**src/rtl/sync_cnt_pkg.sv**
```systemverilog
// Shared types and helpers for the parametrised synchronous counter family.
// Optional build macro: SYNC_CNT_GRAY_OUT_EN (adds a registered Gray-code output).
package sync_cnt_pkg;

    typedef enum logic {
        CNT_DN = 1'b0,
        CNT_UP = 1'b1
    } cnt_dir_e;

    function automatic logic [31:0] bin2gray(input logic [31:0] value);
        return value ^ (value >> 1);
    endfunction

    // Highest value the counter may hold for a given modulus.
    function automatic int term_val(input int modulus);
        return modulus - 1;
    endfunction

endpackage

```
**src/rtl/sync_cnt_next.sv**
```systemverilog
// Combinational next-state and terminal-count logic for sync_cnt_param.
// Honours load > step > hold; clamps out-of-range loads to the terminal value.
module sync_cnt_next
    import sync_cnt_pkg::*;
#(
    parameter int WIDTH    = 4,
    parameter int MODULUS  = 2**WIDTH,
    parameter int SATURATE = 0
) (
    input  logic [WIDTH-1:0] cnt_i,
    input  logic             up_dn_i,
    input  logic             step_i,
    input  logic             load_i,
    input  logic [WIDTH-1:0] load_val_i,
    output logic [WIDTH-1:0] nxt_o,
    output logic             tc_o,
    output logic             at_limit_o
);

    localparam logic [WIDTH-1:0] TERM  = WIDTH'(term_val(MODULUS));
    // One extra bit so MODULUS == 2**WIDTH is representable in the compare.
    localparam logic [WIDTH:0]   MOD_X = (WIDTH+1)'(MODULUS);

    cnt_dir_e dir;
    logic     over;

    assign dir        = cnt_dir_e'(up_dn_i);
    assign tc_o       = (dir == CNT_UP) ? (cnt_i == TERM) : (cnt_i == '0);
    assign over       = ({1'b0, load_val_i} >= MOD_X);
    assign at_limit_o = step_i & ~load_i & tc_o;

    always_comb begin
        nxt_o = cnt_i;
        if (load_i) begin
            nxt_o = over ? TERM : load_val_i;
        end else if (step_i) begin
            if (dir == CNT_UP) begin
                if (tc_o) nxt_o = (SATURATE != 0) ? cnt_i : '0;
                else      nxt_o = cnt_i + 1'b1;
            end else begin
                if (tc_o) nxt_o = (SATURATE != 0) ? cnt_i : TERM;
                else      nxt_o = cnt_i - 1'b1;
            end
        end
    end

endmodule

```
**src/rtl/sync_cnt_param.sv**
```systemverilog
// Parametrised cascadable up/down counter with load, wrap/saturate ends and a wrap event pulse.
// Optional build macro: SYNC_CNT_GRAY_OUT_EN adds cnt_gray_o, the registered Gray code of cnt_o.
module sync_cnt_param
    import sync_cnt_pkg::*;
#(
    parameter int WIDTH     = 4,
    parameter int MODULUS   = 2**WIDTH,
    parameter int SATURATE  = 0,
    parameter int RESET_VAL = 0
) (
    input  logic             clk_i,
    input  logic             rst_i,
    input  logic             en_i,
    input  logic             cin_i,
    input  logic             up_dn_i,
    input  logic             load_i,
    input  logic [WIDTH-1:0] load_val_i,
    output logic [WIDTH-1:0] cnt_o,
    output logic             tc_o,
    output logic             co_o,
    output logic             wrap_o
`ifdef SYNC_CNT_GRAY_OUT_EN
    ,
    output logic [WIDTH-1:0] cnt_gray_o
`endif
);

    if (WIDTH < 1) begin : g_bad_width
        $error("sync_cnt_param: WIDTH must be >= 1");
    end
    if (MODULUS < 2 || MODULUS > 2**WIDTH) begin : g_bad_mod
        $error("sync_cnt_param: MODULUS must be in 2..2**WIDTH");
    end
    if (RESET_VAL < 0 || RESET_VAL >= MODULUS) begin : g_bad_rst
        $error("sync_cnt_param: RESET_VAL must be < MODULUS");
    end

    localparam logic [WIDTH-1:0] RST_CNT = WIDTH'(RESET_VAL);

    logic [WIDTH-1:0] cnt_d, cnt_q;
    logic             wrap_d, wrap_q;
    logic             step, tc, at_limit;

    assign step = en_i & cin_i;

    sync_cnt_next #(
        .WIDTH    (WIDTH),
        .MODULUS  (MODULUS),
        .SATURATE (SATURATE)
    ) u_next (
        .cnt_i      (cnt_q),
        .up_dn_i    (up_dn_i),
        .step_i     (step),
        .load_i     (load_i),
        .load_val_i (load_val_i),
        .nxt_o      (cnt_d),
        .tc_o       (tc),
        .at_limit_o (at_limit)
    );

    // A step taken at the terminal value flags a wrap, whether it wrapped or held.
    assign wrap_d = at_limit;

    always_ff @(posedge clk_i) begin
        if (!rst_i) begin
            cnt_q  <= RST_CNT;
            wrap_q <= 1'b0;
        end else begin
            cnt_q  <= cnt_d;
            wrap_q <= wrap_d;
        end
    end

    assign cnt_o  = cnt_q;
    assign wrap_o = wrap_q;
    assign tc_o   = tc;
    assign co_o   = tc & en_i & cin_i & ~load_i;

`ifdef SYNC_CNT_GRAY_OUT_EN
    localparam logic [WIDTH-1:0] RST_GRAY = WIDTH'(bin2gray(32'(RESET_VAL)));

    logic [WIDTH-1:0] gray_q;

    always_ff @(posedge clk_i) begin
        if (!rst_i) gray_q <= RST_GRAY;
        else        gray_q <= WIDTH'(bin2gray(32'(cnt_d)));
    end

    assign cnt_gray_o = gray_q;
`endif

endmodule

```
**config.mk**
```make
export PLATFORM = sky130hd
export DESIGN_NAME = sync_cnt_param
export DESIGN_NICKNAME = d
export VERILOG_FILES = /design/src/rtl/sync_cnt_pkg.sv /design/src/rtl/sync_cnt_next.sv /design/src/rtl/sync_cnt_param.sv
export SDC_FILE = /design/constraint.sdc
export NUM_CORES = 1
export LEC_CHECK = 0
export CORE_AREA = 2 2 39 41
export CTS_BUF_LIST = sky130_fd_sc_hd__clkbuf_2
export CTS_CLUSTER_SIZE = 8
export DETAILED_ROUTE_END_ITERATION = 7
export DIE_AREA = 0 0 41 43
export DONT_BUFFER_PORTS = 1
export PLACE_DENSITY_LB_ADDON = 0.3
export SYNTH_ARGS = -nofsm -noshare
export SYNTH_HDL_FRONTEND = slang
export SYNTH_SLANG_ARGS = --single-unit
```
**constraint.sdc**
```tcl
create_clock -name clk_i -period 1.48 [get_ports clk_i]
set_input_delay 0.074 -clock clk_i [delete_from_list [all_inputs] [get_ports clk_i]]
set_output_delay 0.074 -clock clk_i [all_outputs]
set_load 0.02 [all_outputs]
```
==> flow_summary.ini, run 1 <==
[run_status]
status = finished, violations left
violations = setup timing

[yosys]
synth_compound_area_share_pct = 29.7
syn_area_sq_um = 397
yosys.area.top_type_share_pct = 25.2
synth_edf_count = 0
synth_xor_xnor_area_share_pct = 2.21
synthMuxAreaShare_pct = 5.05
yosys.area.top_type = dfxtp_1
synthAdderAreaFrac_pct = 6.31
synth_top_flop_cell = dfxtp_1
syn_area_per_cell_sq_um = 8.62
synth_area_leaders = dfxtp_1, ha_1, mux2i_1
synth_top_family_by_area = compound AO/OA/AOI/OAI gates
syn_nets = 58
ys_ff_latch = 5
ys_types = 30
syn_inst = 46
ys.warnings.count = 0
synthSimpleGateAreaFrac_pct = 21.5
ys_seq_area_share_pct = 25.2
synthArstFlopShare_pct = 0

[sta]
fin_ws_ns = -0.116
finalCriticalPeriod_ns = 1.60
skew_ns = 0.00669
holdWs_ns = 0.00203
max_freq_mhz = 626
rsz0062_at_grt = yes
hold_viol = 0
setup_viol_count_final = 2
tns_ns = -0.145
worstMarginPinSlew_ns = 0.254
period_share_pct = 108
maxSlewViolCount = 0
slew_headroom_pct = 83.0

[pwr]
vdd_drop_max_mv = 0.286
swShare_pct = 35.0
pwr-share-clk_pct = 32.7
p_int_mw = 0.290
seq_power_share_pct = 35.8
powerDensity_nw_per_um2 = 773
p_leak_nw = 0.245
p_switching_mw = 0.156
comb_power_share_pct = 31.6

[critical_path]
crit_fanout = 2
cp-start-kind = flip-flop
cp.required_ns = 1.41
r2r_slack_ns = 0.05
critical_path_class = flip-flop to output pin
path_cells = inv_4 > ha_4 > or4b_4 > a21oi_4 > buf_6
max_stage_delay_ns = 0.47
critPathSlowestCell = or4b_4
critical_path_arrival_ns = 1.52
cpLargestDelayFamily = simple AND/OR/NAND/NOR gates
path_buf_inv = 2
endpoint_kind = output pin

[global_route]
gr-usage-all-layers_pct = 14.9
grtUsageMet2_pct = 19.1
met1_usage_pct = 17.2
grt_max_degree = 11
globalRouteOverflowTotal = 0
top_usage_layer = met2
grt_pass1_vias = 382
grt_first_pass_wirelength_mm = 1.66
use_met3_pct = 7.85
antenna_found_initial = 0

[clock_tree]
root_buffer = clkbuf_2
path_clk_slew_ns = 0.07
htree_num_levels = 1
clkSinkCount = 5
tritoncts = yes
clkLatencyLatePin_ns = 0.24
clockBufferDepth = 2
cts_buffers = 3

[layout]
multi_input_area_sq_um = 285
syn_to_final_growth_pct = 45.7
nFillCells = 151
layout-drive-gt1-share_pct = 44.3
final_area_sq_um = 578
num_antenna_cells = 0
final_nets = 74
stdcell_count = 77
seq_area_sq_um = 110

[route]
first_iter_violations = 12
viasPerCell = 5.51
ant_nets = 0
vias = 424
routed_wl_mm = 1.09
drt-pass1-iter-count = 4
post_drt_wl_per_cell_um = 14.1
drc = 0

[placed_design]
post-place-cells = 65
place_ws_ns = 0.0795
globalplace.congestion = 0.845
placement.cell_area_sq_um = 470
io_buffers = 0
hpwlAfterDp_um = 784

[floorplan]
initial_core_util_pct = 28.7
die_y_um = 43
die_x_um = 41
dieArea_sq_um = 1760
io_pins = 17
rows = 14
design.core.area_sq_um = 1380

[job]
maxCapViolCount = 0

[min_path]
hold_class = input port to flip-flop
## cells by family after synthesis
kind of cell / after synthesis
muxes: 2
adders and majority gates: 2
DFF: 5
buffers and inverters: 8
AOI/OAI and AO/OA: 16
and+or+nand+nor: 12
xor gates and xnor gates: 1
## power groups by stage
stage / Combinational [mW] / Clock (mW) / Sequential, mW
after CTS: 0.135 / 0.146 / 0.159
after global routing: 0.153 / 0.162 / 0.162
after floorplan: 0.0841 / 0 / 0.169
after detailed placement: 0.113 / 0 / 0.162
after global placement: 0.111 / 0 / 0.162
final: 0.141 / 0.146 / 0.160
## what timing repair did
| item | CTS | global route |
|---|---|---|
| setup buffers | 4 | 0 |
| endpoints found under the setup margin | 2 | 5 |
| endpoints found under the hold margin | 4 | 1 |
| pin swaps | 2 | 1 |
| gates resized for setup | 3 | 2 |
| hold buffers | 2 | 2 |
## final cells by class
| class | instances | share of cell area, % |
|---|---|---|
| Clock buffer | 4 | 3.46 |
| Inverter | 5 | 4.11 |
| Multi-Input combinational cell | 33 | 49.4 |
| Sequential cell | 5 | 19.0 |
| Tap cell | 16 | 3.46 |
| Timing Repair Buffer | 14 | 20.6 |
## Yosys cell counts, types with 2 or more instances
library cell / instances
a31oi_1: 2
buf_2: 2
dfxtp_1: 5
ha_1: 2
inv_1: 5
mux2i_1: 2
nand2_1: 2
o211ai_1: 2
o21ai_0: 2
o31ai_1: 2
## sequential cells by signal (all words and copies together), names as in the netlist
name and cells:
cnt_o 4, wrap_o 1
## worst paths after layout
path	cells after the start	to	from
worst min-delay path	2	cnt_o[0]	load_val_i[0]
worst min register to register	2	cnt_o[0]	cnt_o[0]
worst max-delay path	5	co_o	cnt_o[1]
worst max register to register	5	cnt_o[3]	cnt_o[1]
## worst reg2reg max path: cells and delay by family (launching register included)
kind,cells,cell delay (ns)
buffers and inverters,2,0.29
flip-flops,1,0.35
AND/OR/NAND/NOR,1,0.41
AO/OA/AOI/OAI,2,0.31
## routing by layer
metal	wire length (um)	vias up
met5	0	-
met4	40	0
met3	90	5
met2	478	18
met1	479	195
li1	-	206
## through the flow
step,power (mW),util [%]
3_5_place_dp,0.275,34.0
3_3_place_gp,0.273,34.0
5_1_grt,0.476,41.8
4_1_cts,0.440,39.7
2_1_floorplan,0.253,-
6_report,0.447,41.8
## cells in the final DEF, fill, tap and decap left out, drive strengths merged
cell         count
buf             10
inv              5
dfxtp            5
clkbuf           4
dlygate4sd3      4
nand2            2
mux2i            2
o211ai           2
o31ai            2
a31oi            2
o21ai            2
a21oi            2
ha               2
or4b             1
nand4            1
nand3b           1
xor2             1
nand2b           1
o211a            1
or4              1
a21o             1
and4             1
nor4b            1
a211oi           1
a211o            1
and2             1
nor2             1
a41oi            1
a311oi           1
or3              1
(Power assumes the default switching activity.)
==> run 2, diff against run 1 <==
Settings changed: TNS_END_PERCENT set to 1.
==> run 2 against run 1 <==
The run still ends with setup timing left; via count is the same; cell area is the same; clock power is essentially flat; critical path depth is the same; sequential share of layout area is the same; core utilization is the same.
==> flow_summary.ini, run 2 (synthesis gave the netlist of run 1 again) <==
[floorplan]
initial_core_util_pct = 28.7
rows = 14
design.core.area_sq_um = 1380
die_x_um = 41
io_pins = 17
die_y_um = 43
dieArea_sq_um = 1760

[critical_path]
path_buf_inv = 2
endpoint_kind = output pin
path_cells = inv_4 > ha_4 > or4b_4 > a21oi_4 > buf_6
critPathSlowestCell = or4b_4
cpLargestDelayFamily = simple AND/OR/NAND/NOR gates
crit_fanout = 2
critical_path_arrival_ns = 1.52
max_stage_delay_ns = 0.47
cp.required_ns = 1.41
cp-start-kind = flip-flop
critical_path_class = flip-flop to output pin

[pwr]
p_leak_nw = 0.245
powerDensity_nw_per_um2 = 773
vdd_drop_max_mv = 0.286

[sta]
worstMarginPinSlew_ns = 0.254
slew_headroom_pct = 83.0
fin_ws_ns = -0.116
holdWs_ns = 0.00203
maxSlewViolCount = 0
rsz0062_at_grt = yes
skew_ns = 0.00669
hold_viol = 0
finalCriticalPeriod_ns = 1.60
max_freq_mhz = 626
setup_viol_count_final = 2
period_share_pct = 108

[global_route]
gr-usage-all-layers_pct = 14.9
grt_max_degree = 11
globalRouteOverflowTotal = 0
antenna_found_initial = 0
grt_first_pass_wirelength_mm = 1.66
grt_pass1_vias = 382

[clock_tree]
tritoncts = yes
path_clk_slew_ns = 0.07
cts_buffers = 3
clkSinkCount = 5
root_buffer = clkbuf_2
clkLatencyLatePin_ns = 0.24
clockBufferDepth = 2
htree_num_levels = 1

[run_status]
violations = setup timing
status = finished, violations left

[layout]
num_antenna_cells = 0
final_area_sq_um = 578
final_common_cell = buf_4
layout-drive-gt1-share_pct = 44.3
mostFrequentLayoutCells = buf_4, clkbuf_2, dlygate4sd3_1
largest_reg_flops = 4
final_nets = 74
syn_to_final_growth_pct = 45.7

[route]
top_layer = met4
first_iter_violations = 12
dr_wl_met2_um = 478
viasPerCell = 5.51
ant_nets = 0
drc = 0
routed_wl_mm = 1.09
drt-pass1-iter-count = 4
post_drt_wl_per_cell_um = 14.1
wl_met1_um = 479
vias = 424
wl_met3_um = 90

[placed_design]
place_ws_ns = 0.0795
placement.cell_area_sq_um = 470
io_buffers = 0
globalplace.congestion = 0.845
hpwlAfterDp_um = 784

[job]
maxCapViolCount = 0

[min_path]
hold_class = input port to flip-flop
-- run 2: metrics by stage --
step                      TNS [ns]  utilization [%]  power (mW)  std cells
final                       -0.145             41.8       0.447         77
after global routing        -0.249             41.8       0.476         77
after CTS                   -0.153             39.7       0.440         75
after detailed placement         0             34.0       0.275         65
after global placement           0             34.0       0.273         65
after floorplan                  0                -       0.253         46
-- run 2: timing repair --
action	in CTS	in global routing
setup buffers	4	0
gates cloned	0	0
gates resized for setup	3	2
hold buffers	2	2
endpoints found under the hold margin	4	1
pin swaps	2	1
setup endpoints to repair	2	5
-- run 2: layout make-up --
type	instances	area, sq um
Fill cell	151	806
Multi-Input combinational cell	33	285
Timing Repair Buffer	14	119
Sequential cell	5	110
Inverter	5	23.8
Clock buffer	4	20.0
Tap cell	16	20.0
-- run 2: power breakdown --
group          leakage, nW  switching, mW  internal, mW
clock               0.0166         0.0741        0.0718
sequential          0.0431         0.0153         0.145
combinational        0.185         0.0670        0.0740
-- run 2: metal layers --
layer	GRT usage (%)	up-vias
li1	-	206
met1	17.2	195
met2	19.1	18
met3	7.85	5
met4	12.7	0
met5	0	-
-- run 2: final timing paths --
path	startpoint	endpoint	slack, ns	cells after the start
worst max-delay path	cnt_o[1]	co_o	-0.12	5
worst min-delay path	load_val_i[0]	cnt_o[0]	0.002	2
worst max register to register	cnt_o[1]	cnt_o[3]	0.05	5
worst min register to register	cnt_o[0]	cnt_o[0]	0.53	2
-- run 2: worst register-to-register path: cells and delay by family (launching register included) --
family	cells	cell delay [ns]
AND/OR/NAND/NOR	1	0.41
AO/OA/AOI/OAI	2	0.31
flip-flops	1	0.35
buffers and inverters	2	0.29
